[src/rtl/cache_pkg.sv]
// Shared cache definitions: address layout, size helpers and tree-PLRU functions.
// Used by the replacement unit, its PLRU sub-module and the cache controller.
package cache_pkg;

    localparam int NUM_SETS_DEF = 16;
    localparam int NUM_WAYS_DEF = 4;
    localparam int SetSize      = $clog2(NUM_SETS_DEF);
    localparam int WaySize      = $clog2(NUM_WAYS_DEF);

    localparam int ADDR_W   = 32;
    localparam int OFFSET_W = 4;
    localparam int TAG_W    = ADDR_W - SetSize - OFFSET_W;

    typedef struct packed {
        logic [TAG_W-1:0]    tag;
        logic [SetSize-1:0]  set;
        logic [OFFSET_W-1:0] offset;
    } cache_addr_t;

    // Functions work on a vector sized for the largest supported tree;
    // callers zero-extend their PLRU vector and truncate the result.
    localparam int MAX_WAYS = 64;
    localparam int MAX_LVL  = $clog2(MAX_WAYS);
    localparam int PLRU_MAX = MAX_WAYS - 1;

    function automatic logic [MAX_LVL-1:0] plru_victim(
        input logic [PLRU_MAX-1:0] plru,
        input int                  num_ways
    );
        int node;
        node = 0;
        for (int l = 0; l < MAX_LVL; l++) begin
            if (node < num_ways - 1)
                node = plru[node] ? 2 * node + 2 : 2 * node + 1;
        end
        return MAX_LVL'(node - (num_ways - 1));
    endfunction

    // Walk from the leaf up to the root, pointing every node away from it.
    function automatic logic [PLRU_MAX-1:0] plru_touch(
        input logic [PLRU_MAX-1:0] plru,
        input int                  way,
        input int                  num_ways
    );
        logic [PLRU_MAX-1:0] r;
        int node;
        int parent;
        r    = plru;
        node = way + num_ways - 1;
        for (int l = 0; l < MAX_LVL; l++) begin
            if (node > 0) begin
                parent    = (node - 1) / 2;
                r[parent] = (node == 2 * parent + 1);
                node      = parent;
            end
        end
        return r;
    endfunction

endpackage

[src/rtl/plru_tree.sv]
// Combinational tree-PLRU for one set: victim way and next state after a touch.
// Ports: plru (current tree bits), way (accessed way) -> victim, next_plru.
module plru_tree
    import cache_pkg::*;
#(
    parameter int NUM_WAYS = 4,
    parameter int WW       = $clog2(NUM_WAYS)
) (
    input  logic [NUM_WAYS-2:0] plru,
    input  logic [WW-1:0]       way,
    output logic [WW-1:0]       victim,
    output logic [NUM_WAYS-2:0] next_plru
);

    logic [PLRU_MAX-1:0] wide;
    logic [MAX_LVL-1:0]  v_full;
    logic [PLRU_MAX-1:0] t_full;

    always_comb begin
        wide      = PLRU_MAX'(plru);
        v_full    = plru_victim(wide, NUM_WAYS);
        t_full    = plru_touch(wide, int'(way), NUM_WAYS);
        victim    = WW'(v_full);
        next_plru = (NUM_WAYS - 1)'(t_full);
    end

endmodule

[src/rtl/cache_replacement_unit.sv]
// Per-set valid bitmap and tree-PLRU state feeding the cache controller.
// Ports: set/hit/fill/invalidate_all in; populated, populate_way, replace_way, valid_mask out.
module cache_replacement_unit
    import cache_pkg::*;
#(
    parameter int NUM_SETS = 16,
    parameter int NUM_WAYS = 4
) (
    input  logic                        clk,
    input  logic                        rst_n,
    input  logic [$clog2(NUM_SETS)-1:0] set,
    input  logic                        hit,
    input  logic [$clog2(NUM_WAYS)-1:0] hit_way,
    input  logic                        fill,
    input  logic [$clog2(NUM_WAYS)-1:0] fill_way,
    input  logic                        cru_enable,
    input  logic                        invalidate_all,
    output logic                        populated,
    output logic [$clog2(NUM_WAYS)-1:0] populate_way,
    output logic [$clog2(NUM_WAYS)-1:0] replace_way,
    output logic [NUM_WAYS-1:0]         valid_mask
);

    localparam int WW = $clog2(NUM_WAYS);

    logic [NUM_WAYS-1:0] valid_q [NUM_SETS];
    logic [NUM_WAYS-2:0] plru_q  [NUM_SETS];

    logic [WW-1:0]       access_way;
    logic [NUM_WAYS-2:0] next_plru;

    // A fill owns the touch; a coincident hit is dropped.
    assign access_way = fill ? fill_way : hit_way;

    plru_tree #(
        .NUM_WAYS (NUM_WAYS)
    ) u_plru (
        .plru      (plru_q[set]),
        .way       (access_way),
        .victim    (replace_way),
        .next_plru (next_plru)
    );

    assign valid_mask = valid_q[set];
    assign populated  = &valid_mask;

    always_comb begin
        populate_way = '0;
        for (int i = NUM_WAYS - 1; i >= 0; i--) begin
            if (!valid_mask[i])
                populate_way = WW'(i);
        end
    end

    always_ff @(posedge clk or negedge rst_n) begin
        if (!rst_n) begin
            for (int s = 0; s < NUM_SETS; s++) begin
                valid_q[s] <= '0;
                plru_q[s]  <= '0;
            end
        end else if (invalidate_all) begin
            for (int s = 0; s < NUM_SETS; s++) begin
                valid_q[s] <= '0;
                plru_q[s]  <= '0;
            end
        end else begin
            if (fill)
                valid_q[set][fill_way] <= 1'b1;
            if (fill || hit)
                plru_q[set] <= next_plru;
        end
    end

    // Controller protocol checks; no functional effect.
    always @(posedge clk) begin
        if (rst_n && !invalidate_all) begin
            assert (!(fill && cru_enable) || populated)
                else $error("replacement fill into non-full set");
            assert (!hit || valid_mask[hit_way])
                else $error("hit on invalid way");
        end
    end

endmodule

[config.mk]
export PLATFORM = sky130hd
export DESIGN_NAME = cache_replacement_unit
export DESIGN_NICKNAME = d
export VERILOG_FILES = /design/src/rtl/cache_pkg.sv /design/src/rtl/plru_tree.sv /design/src/rtl/cache_replacement_unit.sv
export SDC_FILE = /design/constraint.sdc
export NUM_CORES = 1
export LEC_CHECK = 0
export BUFFER_PORTS_ARGS = -buffer_cell sky130_fd_sc_hd__clkbuf_2
export CAP_MARGIN = 5
export CELL_PAD_IN_SITES_DETAIL_PLACEMENT = 2
export CELL_PAD_IN_SITES_GLOBAL_PLACEMENT = 2
export CORE_MARGIN = 2
export CORE_UTILIZATION = 37
export DETAILED_ROUTE_END_ITERATION = 16
export GPL_TIMING_DRIVEN = 0
export PLACE_DENSITY_LB_ADDON = 0.1
export SKIP_CTS_REPAIR_TIMING = 1
export SYNTH_ARGS = -nofsm -noshare
export SYNTH_HDL_FRONTEND = slang
export SYNTH_SLANG_ARGS = --single-unit
[constraint.sdc]
create_clock -name clk -period 1.7 [get_ports clk]
set_input_delay 0 -clock clk [delete_from_list [all_inputs] [get_ports clk]]
set_output_delay 0 -clock clk [all_outputs]
set_load 0.02 [all_outputs]
==> flow_summary.ini <==
[logic_synthesis]
ys_seq_area_share_pct = 50.46
yosys_warnings = 0
netlist_area_sq_um = 5554
syn_nets = 545
avgSynthCellArea_sq_um = 10.46
ys_types = 38
ys_seq_elements = 112
synth_cells = 531

[layout]
fin_nets = 592
stdcell_area_sq_um = 6721
area_growth_syn_to_layout_pct = 21.02
layout-drive-gt1-share_pct = 25.73
stdcell_count = 767
num_antenna_cells = 0
fillers = 1488

[global_routing]
grt_usage_pct = 24.72
grt_max_degree = 113
grt_pass1_wl_mm = 29.86
antenna_found_initial = 0
grt_pass1_vias = 4944
grt_overflow = 0

[sta]
fin_skew_ns = 0.006556
max_freq_mhz = 472.7
hold_violations = 0
worst_pin_slew_ns = 1.015
rsz0062_at_grt = yes
fin_crit_ns = 2.116
setup_viol = 39
worst_slack_ns = -0.4157
slew_viol_final = 0
period_share_pct = 124.5
maxSlewHeadroom_pct = 31.79

[placed_design]
placed_area_sq_um = 5911
dp.cells = 734
portBuffers = 19
place_congestion = 0.8721
hpwlAfterDp_mm = 13.33
place_ws_ns = -0.8843

[run_status]
status = finished, violations left
violations = negative setup slack

[power_and_ir_drop]
p_leak_uw = 0.002787
peakVddDrop_uv = 714.2
powerDensity_nw_per_um2 = 851.8

[clocking]
cts_tree = built
cts.path.max_buffers = 2
cts-root-buf = clkbuf_16
insertion_delay_ns = 0.36
cts_sinks = 112
htree_num_levels = 3
numCtsBuffers = 9
clkTransAtPathRegs_ns = 0.08

[die]
coreArea_sq_um = 14590
die_h_microns = 126.5
row_count = 44
ioPinCount = 23
die_x_microns = 126.5
dieArea_sq_um = 16010
initial_core_util_pct = 38.07

[routing]
wire_per_inst_microns = 25.31
drtAntennaViolNets = 0
routed_wl_mm = 19.41
via_per_inst = 5.851
dr.pass1.iters = 4
via_count = 4488
drt-initial-drc-count = 188
drc = 0

[critical_path]
crit_path_start_kind = flip-flop
slowest_stage = mux4_2
cp-end-kind = output pin
r2r_setup_slack_ns = -0.26
cp.required_ns = 1.70
cp_cell_sequence = mux4_2 -> mux4_2 -> o21ai_2 -> o21ai_2 -> buf_6
cp_max_fo = 3
max_stage_delay_ns = 0.55
critPathKind = reg2out
reg2reg_depth = 6
cp.arrival_ns = 2.12
endpoint = replace_way[0]
r2r_start = plru_q[1]
setup.worst_path.start = plru_q[9]
reg2reg_to = plru_q[43]

[flow_run]
max-cap-violations = 0

[hold_path]
hold_class = in2reg
==> how the worst min path moves through the flow <==
stage,startpoint,to,depth (start not counted)
CTS,rst_n,plru_q[3],1
global placement,valid_q[56],valid_q[56],2
detailed placement,rst_n,plru_q[0],1
global route,fill_way[0],valid_q[6],4
floorplan,rst_n,plru_q[0],0
finish,fill_way[0],valid_q[10],4
==> layout by cell type, fill, tap and decap left out, types with 3 or more instances in the layout <==
cell | netlist | routed
a211oi_1 | 8 | 8
a21oi_1 | 76 | 74
a22oi_1 | 18 | 14
a22oi_2 | 0 | 4
buf_12 | 2 | 3
buf_2 | 10 | 4
buf_4 | 1 | 15
buf_6 | 1 | 14
clkbuf_1 | 25 | 25
clkbuf_16 | 0 | 9
clkbuf_2 | 0 | 11
clkbuf_4 | 0 | 3
dfrtp_1 | 112 | 112
mux2i_1 | 19 | 17
mux4_1 | 13 | 3
mux4_2 | 18 | 28
nand2_1 | 34 | 30
nand2_2 | 0 | 4
nand2b_1 | 8 | 8
nand3_1 | 11 | 11
nor2_1 | 118 | 106
nor2_2 | 0 | 7
nor2_4 | 0 | 5
nor3_1 | 11 | 4
nor3_2 | 2 | 7
o21ai_0 | 4 | 4
o21ai_2 | 0 | 3
o22ai_1 | 11 | 3
o22ai_2 | 0 | 6
==> routing by layer <==
| metal | vias up | track usage, % | wire, microns |
|---|---|---|---|
| met2 | 89 | 43.16 | 10080 |
| met4 | 0 | 4.719 | 195 |
| met1 | 2391 | 31.40 | 8199 |
| met5 | - | 0 | 0 |
| met3 | 11 | 6.158 | 935 |
| li1 | 1997 | - | - |
==> registers in the layout, summed over array words and instances (netlist names) <==
signal	flops
valid_q	64
plru_q	48
==> Yosys cell counts (all sizes together) <==
| master | n | area, sq um |
|---|---|---|
| nor2 | 118 | 442.9 |
| dfrtp | 112 | 2803 |
| a21oi | 77 | 389.1 |
| nand2 | 34 | 127.6 |
| mux4 | 31 | 747.0 |
| clkbuf | 25 | 93.84 |
| mux2i | 19 | 190.2 |
| a22oi | 18 | 135.1 |
| buf | 16 | 116.4 |
| nor3 | 13 | 75.07 |
| nand3 | 11 | 55.05 |
| o22ai | 11 | 68.82 |
| a211oi | 8 | 60.06 |
| nand2b | 8 | 50.05 |
| o21ai | 8 | 40.04 |
| nor2b | 5 | 31.28 |
| and2 | 2 | 12.52 |
| nor3b | 2 | 15.01 |
| o211ai | 2 | 15.01 |
| o32ai | 2 | 17.52 |
| a21boi | 1 | 7.510 |
| and2b | 1 | 7.510 |
| and3 | 1 | 6.260 |
| inv | 1 | 3.750 |
| mux2 | 1 | 11.26 |
| nand3b | 1 | 7.510 |
| nor4 | 1 | 12.51 |
| or2 | 1 | 6.260 |
| or3 | 1 | 6.260 |
==> where the power goes <==
part           total, uW  internal [uW]  switching, uW
sequential          2710           2690           20.4
clock               2380           1350           1030
combinational        633            194            439
total               5730           4240           1490
==> area by class of cell <==
type | count | area (sq um) | share of cell area (%)
Inverter | 1 | 3.754 | 0.05585
Sequential cell | 112 | 2803 | 41.70
Clock inverter | 5 | 86.33 | 1.284
Buffer | 41 | 237.7 | 3.537
Clock buffer | 11 | 242.7 | 3.611
Multi-Input combinational cell | 377 | 2810 | 41.81
Timing Repair Buffer | 36 | 307.8 | 4.579
Tap cell | 184 | 230.2 | 3.425
==> cells by family (layout without fill, tap and decap cells) <==
| kind of cell | Yosys count | in the layout | synth area share [%] |
|---|---|---|---|
| compound gates | 127 | 127 | 13.20 |
| buf+inv | 42 | 94 | 3.852 |
| flops | 112 | 112 | 50.46 |
| mux | 51 | 51 | 17.08 |
| simple gates | 199 | 199 | 15.41 |
==> worst max-delay path, delay by kind of cell, from the launching register on <==
family                 cells  cell delay [ns]
buffers and inverters      1             0.14
multiplexers               2             1.05
flip-flops                 1             0.39
AO/OA/AOI/OAI              2             0.17
==> per-stage QoR <==
stage	hold slack [ns]	TNS, ns	utilization, %	power, uW
floorplan	-0.2956	-0.01229	-	3075
global placement	0.4701	-166.54	40.45	3295
detailed placement	0.2071	-49.54	40.51	3318
CTS	-0.1792	-22.28	42.77	5703
global route	0.1347	-9.450	46.07	5922
finish	0.1011	-7.394	46.07	5726
(Power assumes the default switching activity.)
